## config.mk

```make
export PLATFORM = sky130hd
export DESIGN_NAME = lcd_bus_sched_flat
export DESIGN_NICKNAME = d
export VERILOG_FILES = /design/src/rtl/lcd_pkg.sv /design/src/rtl/lcd_bus_sched_if.sv /design/src/rtl/lcd_rr_arb.sv /design/src/rtl/lcd_bus_sched.sv /design/src/flat_wrapper.sv
export SDC_FILE = /design/constraint.sdc
export NUM_CORES = 1
export LEC_CHECK = 0
export CORE_UTILIZATION = 53
export DETAILED_ROUTE_END_ITERATION = 8
export PLACE_DENSITY = 0.87
export SYNTH_ARGS = -nofsm -noshare
export SYNTH_HDL_FRONTEND = slang
export SYNTH_SLANG_ARGS = --single-unit
```

## constraint.sdc

```tcl
create_clock -name CLK -period 2.77 [get_ports CLK]
set_input_delay 0.6925 -clock CLK [delete_from_list [all_inputs] [get_ports CLK]]
set_output_delay 0.6925 -clock CLK [all_outputs]
set_load 0.01 [all_outputs]
```

## src/rtl/lcd_pkg.sv

```systemverilog
// Shared definitions for the character-LCD bus scheduler: state encoding,
// init command bytes and the long-execution command decode.
package lcd_pkg;

  typedef enum logic [2:0] {
    ST_PWR_WAIT,
    ST_SETUP,
    ST_E_HIGH,
    ST_HOLD,
    ST_EXEC,
    ST_IDLE
  } lcd_state_e;

  localparam logic [7:0] LCD_FUNC_SET = 8'h3C;
  localparam logic [7:0] LCD_DISP_ON  = 8'h0C;
  localparam logic [7:0] LCD_ENTRY    = 8'h06;
  localparam logic [7:0] LCD_CLEAR    = 8'h01;

  localparam logic [1:0] INIT_LAST_IDX = 2'd3;

  // Clear and home are the only commands with the long execution time.
  function automatic logic lcd_is_long(input logic rs, input logic [7:0] data);
    return !rs && (data[7:2] == 6'd0) && (data != 8'd0);
  endfunction

  function automatic logic [7:0] lcd_init_cmd(input logic [1:0] idx);
    logic [7:0] cmd;
    case (idx)
      2'd0:    cmd = LCD_FUNC_SET;
      2'd1:    cmd = LCD_DISP_ON;
      2'd2:    cmd = LCD_ENTRY;
      default: cmd = LCD_CLEAR;
    endcase
    return cmd;
  endfunction

endpackage

```

## src/rtl/lcd_bus_sched_if.sv

```systemverilog
// Requester handshakes plus LCD pin bundle between content logic, the
// scheduler and the display.
interface lcd_bus_sched_if;
  logic       REQ0_VALID;
  logic       REQ0_RS;
  logic [7:0] REQ0_DATA;
  logic       REQ0_READY;
  logic       REQ1_VALID;
  logic       REQ1_RS;
  logic [7:0] REQ1_DATA;
  logic       REQ1_READY;
  logic       LCD_E;
  logic       LCD_RS;
  logic       LCD_RW;
  logic [7:0] LCD_DATA;
  logic       INIT_DONE;
  logic       BUSY;

  modport master (
    output REQ0_VALID, REQ0_RS, REQ0_DATA, REQ1_VALID, REQ1_RS, REQ1_DATA,
    input  REQ0_READY, REQ1_READY, LCD_E, LCD_RS, LCD_RW, LCD_DATA,
           INIT_DONE, BUSY
  );

  modport slave (
    input  REQ0_VALID, REQ0_RS, REQ0_DATA, REQ1_VALID, REQ1_RS, REQ1_DATA,
    output REQ0_READY, REQ1_READY, LCD_E, LCD_RS, LCD_RW, LCD_DATA,
           INIT_DONE, BUSY
  );
endinterface

```

## src/rtl/lcd_rr_arb.sv

```systemverilog
// Two-way round-robin arbiter; the pointer remembers the last accepted
// requester and only moves when the grant is actually taken.
module lcd_rr_arb (
  input  logic       clk,
  input  logic       rst_n,
  input  logic [1:0] req,
  input  logic       accept,
  output logic [1:0] gnt
);

  logic last_q, last_d;

  always_comb begin
    gnt    = '0;
    last_d = last_q;
    if (req[0] && (!req[1] || last_q)) begin
      gnt = 2'b01;
    end else if (req[1]) begin
      gnt = 2'b10;
    end
    if (accept && (gnt != '0)) begin
      last_d = gnt[1];
    end
  end

  always_ff @(posedge clk) begin
    if (!rst_n) begin
      last_q <= 1'b1;
    end else begin
      last_q <= last_d;
    end
  end

endmodule

```

## src/rtl/lcd_bus_sched.sv

```systemverilog
// Write-only HD44780 bus scheduler: power-on init, then round-robin service
// of two byte requesters, each as one timed E strobe plus execution wait.
module lcd_bus_sched
  import lcd_pkg::*;
#(
  parameter int unsigned T_POWERON = 15000,
  parameter int unsigned T_SU      = 2,
  parameter int unsigned T_EW      = 4,
  parameter int unsigned T_H       = 2,
  parameter int unsigned T_CMD     = 40,
  parameter int unsigned T_LONG    = 1600
) (
  input  logic         CLK,
  input  logic         RESETN,
  lcd_bus_sched_if.slave bus
);

  localparam logic [15:0] PWR_M1  = 16'(T_POWERON - 1);
  localparam logic [15:0] SU_M1   = 16'(T_SU - 1);
  localparam logic [15:0] EW_M1   = 16'(T_EW - 1);
  localparam logic [15:0] H_M1    = 16'(T_H - 1);
  localparam logic [15:0] CMD_M1  = 16'(T_CMD - 1);
  localparam logic [15:0] LONG_M1 = 16'(T_LONG - 1);

  lcd_state_e  state_q, state_d;
  logic [15:0] cnt_q, cnt_d;
  logic [1:0]  idx_q, idx_d;
  logic        init_done_q, init_done_d;
  logic        long_q, long_d;
  logic        e_q, e_d;
  logic        rs_q, rs_d;
  logic [7:0]  data_q, data_d;
  logic [1:0]  ready_q, ready_d;
  logic        busy_q, busy_d;
  logic        accept;
  logic [1:0]  gnt;

  lcd_rr_arb u_arb (
    .clk    (CLK),
    .rst_n  (RESETN),
    .req    ({bus.REQ1_VALID, bus.REQ0_VALID}),
    .accept (accept),
    .gnt    (gnt)
  );

  always_comb begin
    state_d     = state_q;
    cnt_d       = cnt_q;
    idx_d       = idx_q;
    init_done_d = init_done_q;
    long_d      = long_q;
    rs_d        = rs_q;
    data_d      = data_q;
    ready_d     = '0;
    accept      = 1'b0;

    // Loading the next init byte happens on the PWR_WAIT/EXEC exit edge so
    // that init costs no cycles beyond the timed phases themselves.
    case (state_q)
      ST_PWR_WAIT: begin
        if (cnt_q == '0) begin
          state_d = ST_SETUP;
          cnt_d   = SU_M1;
          idx_d   = 2'd0;
          rs_d    = 1'b0;
          data_d  = lcd_init_cmd(2'd0);
          long_d  = lcd_is_long(1'b0, lcd_init_cmd(2'd0));
        end else begin
          cnt_d = cnt_q - 16'd1;
        end
      end
      ST_SETUP: begin
        if (cnt_q == '0) begin
          state_d = ST_E_HIGH;
          cnt_d   = EW_M1;
        end else begin
          cnt_d = cnt_q - 16'd1;
        end
      end
      ST_E_HIGH: begin
        if (cnt_q == '0) begin
          state_d = ST_HOLD;
          cnt_d   = H_M1;
        end else begin
          cnt_d = cnt_q - 16'd1;
        end
      end
      ST_HOLD: begin
        if (cnt_q == '0) begin
          state_d = ST_EXEC;
          cnt_d   = long_q ? LONG_M1 : CMD_M1;
        end else begin
          cnt_d = cnt_q - 16'd1;
        end
      end
      ST_EXEC: begin
        if (cnt_q == '0) begin
          if (init_done_q) begin
            state_d = ST_IDLE;
          end else if (idx_q == INIT_LAST_IDX) begin
            init_done_d = 1'b1;
            state_d     = ST_IDLE;
          end else begin
            state_d = ST_SETUP;
            cnt_d   = SU_M1;
            idx_d   = idx_q + 2'd1;
            rs_d    = 1'b0;
            data_d  = lcd_init_cmd(idx_q + 2'd1);
            long_d  = lcd_is_long(1'b0, lcd_init_cmd(idx_q + 2'd1));
          end
        end else begin
          cnt_d = cnt_q - 16'd1;
        end
      end
      ST_IDLE: begin
        if (ready_q != '0) begin
          state_d = ST_SETUP;
          cnt_d   = SU_M1;
          rs_d    = ready_q[1] ? bus.REQ1_RS   : bus.REQ0_RS;
          data_d  = ready_q[1] ? bus.REQ1_DATA : bus.REQ0_DATA;
          long_d  = lcd_is_long(rs_d, data_d);
        end
      end
      default: begin
        state_d = ST_PWR_WAIT;
        cnt_d   = PWR_M1;
      end
    endcase

    // Grant is registered so READY is high in the first IDLE cycle itself.
    if ((state_d == ST_IDLE) && init_done_d && (ready_q == '0)) begin
      accept  = 1'b1;
      ready_d = gnt;
    end

    e_d    = (state_d == ST_E_HIGH);
    busy_d = (state_d != ST_IDLE);
  end

  always_ff @(posedge CLK) begin
    if (!RESETN) begin
      state_q     <= ST_PWR_WAIT;
      cnt_q       <= PWR_M1;
      idx_q       <= '0;
      init_done_q <= 1'b0;
      long_q      <= 1'b0;
      e_q         <= 1'b0;
      rs_q        <= 1'b0;
      data_q      <= '0;
      ready_q     <= '0;
      busy_q      <= 1'b1;
    end else begin
      state_q     <= state_d;
      cnt_q       <= cnt_d;
      idx_q       <= idx_d;
      init_done_q <= init_done_d;
      long_q      <= long_d;
      e_q         <= e_d;
      rs_q        <= rs_d;
      data_q      <= data_d;
      ready_q     <= ready_d;
      busy_q      <= busy_d;
    end
  end

  assign bus.LCD_E      = e_q;
  assign bus.LCD_RS     = rs_q;
  assign bus.LCD_RW     = 1'b0;
  assign bus.LCD_DATA   = data_q;
  assign bus.REQ0_READY = ready_q[0];
  assign bus.REQ1_READY = ready_q[1];
  assign bus.INIT_DONE  = init_done_q;
  assign bus.BUSY       = busy_q;

endmodule

```

## src/flat_wrapper.sv

```systemverilog
// flat-port wrapper written by rule: the top's interface ports become plain ports
module lcd_bus_sched_flat import lcd_pkg::*;
#(
  parameter int unsigned T_POWERON = 15000,
  parameter int unsigned T_SU      = 2,
  parameter int unsigned T_EW      = 4,
  parameter int unsigned T_H       = 2,
  parameter int unsigned T_CMD     = 40,
  parameter int unsigned T_LONG    = 1600
)
  (CLK, RESETN, bus_REQ0_VALID, bus_REQ0_RS, bus_REQ0_DATA, bus_REQ1_VALID, bus_REQ1_RS, bus_REQ1_DATA, bus_REQ0_READY, bus_REQ1_READY, bus_LCD_E, bus_LCD_RS, bus_LCD_RW, bus_LCD_DATA, bus_INIT_DONE, bus_BUSY);
  lcd_bus_sched_if bus_i ();
  input  logic CLK;
  input  logic RESETN;
  input wire logic [$bits(bus_i.REQ0_VALID)-1:0] bus_REQ0_VALID;
  input wire logic [$bits(bus_i.REQ0_RS)-1:0] bus_REQ0_RS;
  input wire logic [$bits(bus_i.REQ0_DATA)-1:0] bus_REQ0_DATA;
  input wire logic [$bits(bus_i.REQ1_VALID)-1:0] bus_REQ1_VALID;
  input wire logic [$bits(bus_i.REQ1_RS)-1:0] bus_REQ1_RS;
  input wire logic [$bits(bus_i.REQ1_DATA)-1:0] bus_REQ1_DATA;
  output wire logic [$bits(bus_i.REQ0_READY)-1:0] bus_REQ0_READY;
  output wire logic [$bits(bus_i.REQ1_READY)-1:0] bus_REQ1_READY;
  output wire logic [$bits(bus_i.LCD_E)-1:0] bus_LCD_E;
  output wire logic [$bits(bus_i.LCD_RS)-1:0] bus_LCD_RS;
  output wire logic [$bits(bus_i.LCD_RW)-1:0] bus_LCD_RW;
  output wire logic [$bits(bus_i.LCD_DATA)-1:0] bus_LCD_DATA;
  output wire logic [$bits(bus_i.INIT_DONE)-1:0] bus_INIT_DONE;
  output wire logic [$bits(bus_i.BUSY)-1:0] bus_BUSY;
  assign bus_i.REQ0_VALID = bus_REQ0_VALID;
  assign bus_i.REQ0_RS = bus_REQ0_RS;
  assign bus_i.REQ0_DATA = bus_REQ0_DATA;
  assign bus_i.REQ1_VALID = bus_REQ1_VALID;
  assign bus_i.REQ1_RS = bus_REQ1_RS;
  assign bus_i.REQ1_DATA = bus_REQ1_DATA;
  assign bus_REQ0_READY = bus_i.REQ0_READY;
  assign bus_REQ1_READY = bus_i.REQ1_READY;
  assign bus_LCD_E = bus_i.LCD_E;
  assign bus_LCD_RS = bus_i.LCD_RS;
  assign bus_LCD_RW = bus_i.LCD_RW;
  assign bus_LCD_DATA = bus_i.LCD_DATA;
  assign bus_INIT_DONE = bus_i.INIT_DONE;
  assign bus_BUSY = bus_i.BUSY;
  lcd_bus_sched #(.T_POWERON(T_POWERON), .T_SU(T_SU), .T_EW(T_EW), .T_H(T_H), .T_CMD(T_CMD), .T_LONG(T_LONG)) u_core (.CLK(CLK), .RESETN(RESETN), .bus(bus_i));
endmodule
```

==> results of run 1 <==
==> synthesized netlist by cell type (all sizes together), types with 2 or more instances <==
cell	count
a21oi	16
and2	4
a31oi	6
a311oi	5
nor3b	3
nand4	3
o21ai	9
nor4b	2
nor2b	3
nor3	11
mux2i	13
dfxtp	37
nand2	22
a211oi	7
or4	3
ha	6
clkbuf	10
inv	8
nand2b	2
o22ai	6
o221a	3
o31ai	5
buf	6
nand3	7
o31a	2
and3	6
a211o	4
nor4	7
nor2	38
==> logic make-up (layout without fill, tap and decap cells) <==
group	Yosys count	count (layout)	synth area share [%]
buffers and inverters	25	59	5.00
AND/OR/NAND/NOR	114	114	27.5
flip-flops	37	37	33.6
AO/OA/AOI/OAI	71	71	23.9
other	1	1	0.170
adder cells (fa/ha/maj)	6	6	3.41
multiplexers	14	14	6.42
==> cell usage in the layout (no fill, tap or decap), types with 5 or more instances in the layout <==
cell | synthesis | final
inv_1 | 8 | 8
mux2i_1 | 13 | 13
a21oi_1 | 16 | 16
o22ai_1 | 6 | 6
buf_4 | 2 | 7
o21ai_1 | 6 | 6
dfxtp_1 | 37 | 37
nand2_1 | 22 | 22
ha_1 | 6 | 6
and3_1 | 6 | 6
a311oi_1 | 5 | 5
nor4_1 | 5 | 5
a31oi_1 | 6 | 6
nand3_1 | 7 | 7
nor3_1 | 10 | 10
clkbuf_8 | 0 | 6
clkdlybuf4s50_1 | 0 | 35
nor2_1 | 38 | 38
==> cell type report <==
type / count / area [um^2] / share of cell area [%]
Inverter: 9 / 33.8 / 1.25
Tap cell: 50 / 62.6 / 2.31
Multi-Input combinational cell: 206 / 1350 / 49.9
Clock inverter: 1 / 30.0 / 1.11
Clock buffer: 7 / 86.3 / 3.19
Sequential cell: 37 / 741 / 27.3
Timing Repair Buffer: 42 / 403 / 14.9
==> through the flow <==
stage / utilization (%) / hold WS [ns] / total power (W)
after global placement: 64.8 / 0.451 / 0.000617
final: 67.7 / 0.479 / 0.00109
after detailed placement: 64.8 / 0.471 / 0.000619
after CTS: 67.7 / 0.478 / 0.00109
after floorplan: - / 0.442 / 0.000579
after global routing: 67.7 / 0.522 / 0.00113
==> worst paths after layout <==
path                                    start                           end  slack [ns]  cells past startpoint
max              u_core.cnt_q[0]$_SDFFE_PN1P_  u_core.cnt_q[6]$_SDFFE_PN0P_        0.30                      7
min          u_core.u_arb.last_q$_SDFFE_PN1P_  u_core.ready_q[1]$_SDFF_PN0_        0.48                      1
max reg2reg      u_core.cnt_q[0]$_SDFFE_PN1P_  u_core.cnt_q[6]$_SDFFE_PN0P_        0.30                      7
min reg2reg  u_core.u_arb.last_q$_SDFFE_PN1P_  u_core.ready_q[1]$_SDFF_PN0_        0.48                      1
==> state kept, by name, summed over array words and instances, names as in the netlist <==
name                  cells
u_core.state_q            3
u_core.u_arb.last_q       1
u_core.bus.LCD_DATA       8
u_core.bus.INIT_DONE      1
u_core.bus.LCD_E          1
u_core.long_q             1
u_core.idx_q              2
u_core.cnt_q             16
u_core.bus.LCD_RS         1
u_core.ready_q            2
u_core.bus.BUSY           1
==> routing by layer <==
metal  routed length [um]  part of all wire (%)
met1                 2490                    45
met2                 2580                    47
met3                  324                   5.9
met4                  108                   2.0
met5                    0                     0
==> worst max-delay path, delay by kind of cell (launching register included) <==
kind	cells	cell delay, ns
compound gates	2	0.72
fa+ha+maj	1	0.21
flops	1	0.35
buf+inv	1	0.07
simple gates	3	1.07
==> power by group through the flow <==
stage	Sequential, W	Combinational (W)	Clock [W]
after floorplan	0.000551	0.0000272	0
after detailed placement	0.000552	0.0000670	0
after global routing	0.000541	0.0000737	0.000513
after CTS	0.000540	0.0000676	0.000484
after global placement	0.000552	0.0000649	0
final	0.000540	0.0000680	0.000485
==> results.md, run 1 <==
* Overflow after GRT at 0
* Logic pwr share at under 10%
* YS warnings at 0
* Max IR drop VDD at roughly 0.00032 V
* Post-synth EDFFs at 0
* Setup slack at placement at about 0.33 ns
* Die ar. at around 4400 um^2
* CTS Buf Count at 5
* Fin cells at ~350
* PortBufs at 35
* DR vias/cell at 6.09
* Vias in the first global route at approximately 1,900
* Share of the synthesized area in the top cell type at between 30 and 40%
* Worst-Margin Slew at between 0.6 and 0.7 ns
* Worst setup EP type: flop
* Crit-path cells: inv_1, ha_1, nor4b_4, nand4_4, o31a_1, nor2_1, o221a_1
* Final setup vio count at 0
* Max Slew Vio Count at 0
* Post-synthesis async set-or-reset flop share at 0%
* DP Area at 2590 um^2
* Post-synth top area cell: dfxtp_1
* Status: complete, no violations
* Row cnt at 23
* Layout cell share with drive strength beyond 1 at 8.61%
* Sw power at roughly 0.00022 W
* Nets at 329
* Tmin final at around 2.5 ns
* Post-CTS sizing at 0
* Area contributors post-synth: dfxtp_1, nor2_1, mux2i_1
* Yosys cell types at 55
* Synthesized area at about 2200 um^2
* Seq/Total Area, Yosys at 33.6%
* Sum Neg Setup Slack at 0 ns
* Clock-pin slew on the worst setup and hold paths at approximately 0.080 ns
* Clk_skew at 0.0116 ns
* First-pass GRT wire length at 8.94 mm
* Met3 GRT Util at about 5.3%
* CORE AREA at between 4000 and 5000 um^2
* Worst EP required at about 3 ns
* Final GP Congestion at 0.922
* Max FO, Critical Path at 16
* Final HPWL DP at just over 4 mm
* Antenna-violating nets left at 0
* Sequential share of power at roughly 50%
* Antenna Cells at 0
* Ports at 37
* Clk pwr share at between 40 and 50%
* Initial antenna violation count at 0
* All-layer global routing usage at 26.7%
* GRT Max-Usage Layer: met2
* LEAKAGE at around 1 nW
* Endpoints failing hold at 0
* Ys flop type: dfxtp_1
* Number of max-cap violations at 0
* Fmax at 405 MHz
* GR Util met1 at roughly 37%
* Fin area at between 2000 and 3000 um^2
* Largest net degree at the start of global routing at 21
* Num Clock Sinks at 37
* Syn Nets at 296
* Max_slew headroom at 56.7%
* Mapped Cells at 268
* Initial core utilization at between 50% and 60%
* DR WL/cell at 15.6 um
* DR DRC count at 0
* Register bit count reported by yosys at 37
* CTS tree: yes
* Met2 usage at 41.1%
* Pint at a little under 0.0009 W
* Switching Fraction at 20.5%
* Avg Inst Size Synth at 8.22 um^2
* CP max stage delay at 0.49 ns
* CTS root buffer: clkbuf_8
* Min-delay worst type: flop to flop
* Hold_buf cts at 0
* DIE WIDTH at about 66 um
* Clk Latency, worst-skew pair at slightly below 0.3 ns
* DRT Pass-1 Iters at 5
* Clk buf depth at 2
* 1st-iter DRT viols at 209
* Die H at 66.5 um
* WP data arrival at between 2 and 3 ns
* Final wirelength at about 5.5 mm
* RSZ-0062 raised after global routing: no
* H-tree depth at 2
* Post CTS Setup Buffer Count at 0
* Setup WS post-layout at between 0.3 and 0.4 ns
* Pwr dens at between 400 and 500 nW/um^2
* Area grow syn2layout at 22.9%
* Slowest CP cell: o31a_1
* Final period utilization at roughly nine tenths
* Worst Path Class, Setup: flop to flop
* Placed Cells at around 340
* Vias at between 2,000 and 2,500
* Crit start category: flop
* Fill cells at ~320
Note: power is estimated with default switching activity, not from simulation.
==> run 2: changes to the inputs <==
Settings changed: CORE_MARGIN from default to 1.5, CTS_CLUSTER_DIAMETER from default to 60.
==> run 2 against run 1 <==
Effect of this change: global-route usage shrank 0.76 points; critical path depth is the same; wire length grew 1.3%; die area grew 3.0%; sequential share of layout area grew 0.31 points; sequential power is essentially flat; sequential cell count is the same; non-clock buffer count is the same; clock skew shrank 0.0034 ns; fmax grew 1.2%; clock power shrank 22%; cell count shrank 0.28%; highest routed layer unchanged.
==> results.md, run 2 (synthesized netlist as in run 1, its figures left out) <==
* 1st-iter DRT viols at 208 (was 209)
* CTS tree: yes (unchanged)
* Leading cell type in the layout, fill and taps excluded: nor2_1 (unchanged)
* Vias at 2,189 (was 2,142)
* Bufs and invs on worst path at 1 (unchanged)
* Nets at 329 (unchanged)
* Initial core utilization at 55.1% (unchanged)
* GR Util met1 at 35.3% (was 36.9%)
* Row cnt at 23 (unchanged)
* DR WL/cell at 15.9 um (was 15.6 um)
* Number of max-cap violations at 0 (unchanged)
* Worst-Margin Slew at 0.654 ns (was 0.649 ns)
* CTS root buffer: clkbuf_8 (unchanged)
* Final HPWL DP at 4.12 mm (was 4.08 mm)
* PortBufs at 35 (unchanged)
* DR DRC count at 0 (unchanged)
* Worst Path Class, Setup: flop to flop (unchanged)
* Vias in the first global route at 1,972 (was 1,856)
* Largest net degree at the start of global routing at 18 (was 21)
* Slowest CP cell: o31a_1 (unchanged)
* Pwr dens at 369 nW/um^2 (was 403 nW/um^2)
* Hold_buf cts at 0 (unchanged)
* Clk Latency, worst-skew pair at 0.29 ns (about the same)
* First-pass GRT wire length at 9.01 mm (was 8.94 mm)
* Post-CTS sizing at 0 (unchanged)
* Final period utilization at 88.0% (was 89.1%)
* All-layer global routing usage at 25.9% (was 26.7%)
* Initial antenna violation count at 0 (unchanged)
* Max Slew Vio Count at 0 (unchanged)
* DRT Pass-1 Iters at 5 (unchanged)
* Tot Pwr at 0.000987 W (was 0.00109 W)
* Area grow syn2layout at 21.6% (was 22.9%)
* Tmin final at 2.44 ns (was 2.47 ns)
* Overflow after GRT at 0 (unchanged)
* DR vias/cell at 6.24 (was 6.09)
* Post CTS Setup Buffer Count at 0 (unchanged)
* Max IR drop VDD at 0.000290 V (was 0.000323 V)
* CP max stage delay at 0.49 ns (about the same)
* CTS Buf Count at 5 (unchanged)
* Sum Neg Setup Slack at 0 ns (unchanged)
* Clk_skew at 0.00819 ns (was 0.0116 ns)
* Register with the most flip-flops: u_core.cnt_q (unchanged)
* LEAKAGE at 0.957 nW (was 0.972 nW)
* DIE WIDTH at 67.5 um (was 66.5 um)
* Min-delay worst type: flop to flop (unchanged)
* Max FO, Critical Path at 16 (unchanged)
* Final setup vio count at 0 (unchanged)
* Worst EP required at 3.01 ns (about the same)
* Met2 usage at 39.6% (was 41.1%)
* RSZ-0062 raised after global routing: no (unchanged)
* Ports at 37 (unchanged)
* Max_slew headroom at 56.3% (was 56.7%)
* Largest delay share family, worst path: simple AND/OR/NAND/NOR gates (unchanged)
* Status: complete, no violations (unchanged)
* Clock-pin slew on the worst setup and hold paths at 0.07 ns (was 0.08 ns)
* WP data arrival at 2.67 ns (was 2.70 ns)
* H-tree depth at 2 (unchanged)
* Antenna Cells at 0 (unchanged)
* Clk buf depth at 2 (unchanged)
* Fin util at 67.0% (was 67.7%)
* Antenna-violating nets left at 0 (unchanged)
* Final GP Congestion at 0.923 (was 0.922)
* GRT Max-Usage Layer: met2 (unchanged)
* Fin area at 2680 um^2 (was 2710 um^2)
* Largest register FFs at 16 (unchanged)
* Crit start category: flop (unchanged)
* Endpoints failing hold at 0 (unchanged)
* Commonest cells after routing, fill and taps aside: nor2_1, dfxtp_1, clkdlybuf4s50_1, nand2_1, a21oi_1 (unchanged)
* Fmax at 410 MHz (was 405 MHz)
* Layout cell share with drive strength beyond 1 at 8.31% (was 8.61%)
* Die ar. at 4550 um^2 (was 4420 um^2)
* Met3 GRT Util at 4.17% (was 5.31%)
* DP Area at 2590 um^2 (unchanged)
* Num Clock Sinks at 37 (unchanged)
* Crit-path cells: inv_1, ha_1, nor4b_4, nand4_4, o31a_1, nor2_1, o221a_1 (unchanged)
* Final wirelength at 5.57 mm (was 5.50 mm)
* CORE AREA at 4000 um^2 (unchanged)
* Die H at 67.5 um (was 66.5 um)
* Worst setup EP type: flop (unchanged)
[run 2: cell count changes in the layout (fill, tap and decap cells not counted), sizes merged]
cell	change
bufinv	-1
[run 2: power by group]
| group | switching, W | total [W] | internal [W] | leakage (nW) |
|---|---|---|---|---|
| logic | 0.0000273 | 0.0000667 | 0.0000394 | 0.614 |
| clock network | 0.000183 | 0.000380 | 0.000197 | 0.0443 |
| registers | 0.00000496 | 0.000540 | 0.000535 | 0.299 |
[run 2: layout make-up]
type,count,area (um^2)
multi-input cells,206,1350
fillers,316,1320
flip-flops and latches,37,741
repair buffers,42,403
clock buffers,7,86.3
well taps,50,62.6
inverters,9,33.8
[run 2: per-layer routing]
layer / routed length [um] / up-vias
li1: - / 1061
met2: 2600 / 99
met4: 116 / 0
met1: 2490 / 1012
met5: 0 / -
met3: 359 / 17
[run 2: final timing paths]
kind	startpoint	cells after the start	slack, ns	endpoint
worst max register to register	u_core.cnt_q[0]$_SDFFE_PN1P_	7	0.33	u_core.cnt_q[6]$_SDFFE_PN0P_
worst min-delay path	u_core.u_arb.last_q$_SDFFE_PN1P_	1	0.47	u_core.ready_q[1]$_SDFF_PN0_
worst min register to register	u_core.u_arb.last_q$_SDFFE_PN1P_	1	0.47	u_core.ready_q[1]$_SDFF_PN0_
worst max-delay path	u_core.cnt_q[0]$_SDFFE_PN1P_	7	0.33	u_core.cnt_q[6]$_SDFFE_PN0P_
[run 2: per-stage QoR]
stage | worst slack (ns) | std cells | hold slack, ns
final | 0.333 | 351 | 0.473
after global routing | 0.137 | 351 | 0.506
after CTS | 0.378 | 351 | 0.476
after detailed placement | 0.396 | 344 | 0.482
after global placement | 0.464 | 344 | 0.452
after floorplan | 0.722 | 268 | 0.442
==> run 3: changes to the inputs <==
Settings changed: TNS_END_PERCENT from default to 100.
==> results of run 3 <==
Final layout, timing and power as in run 2 (identical DEF).
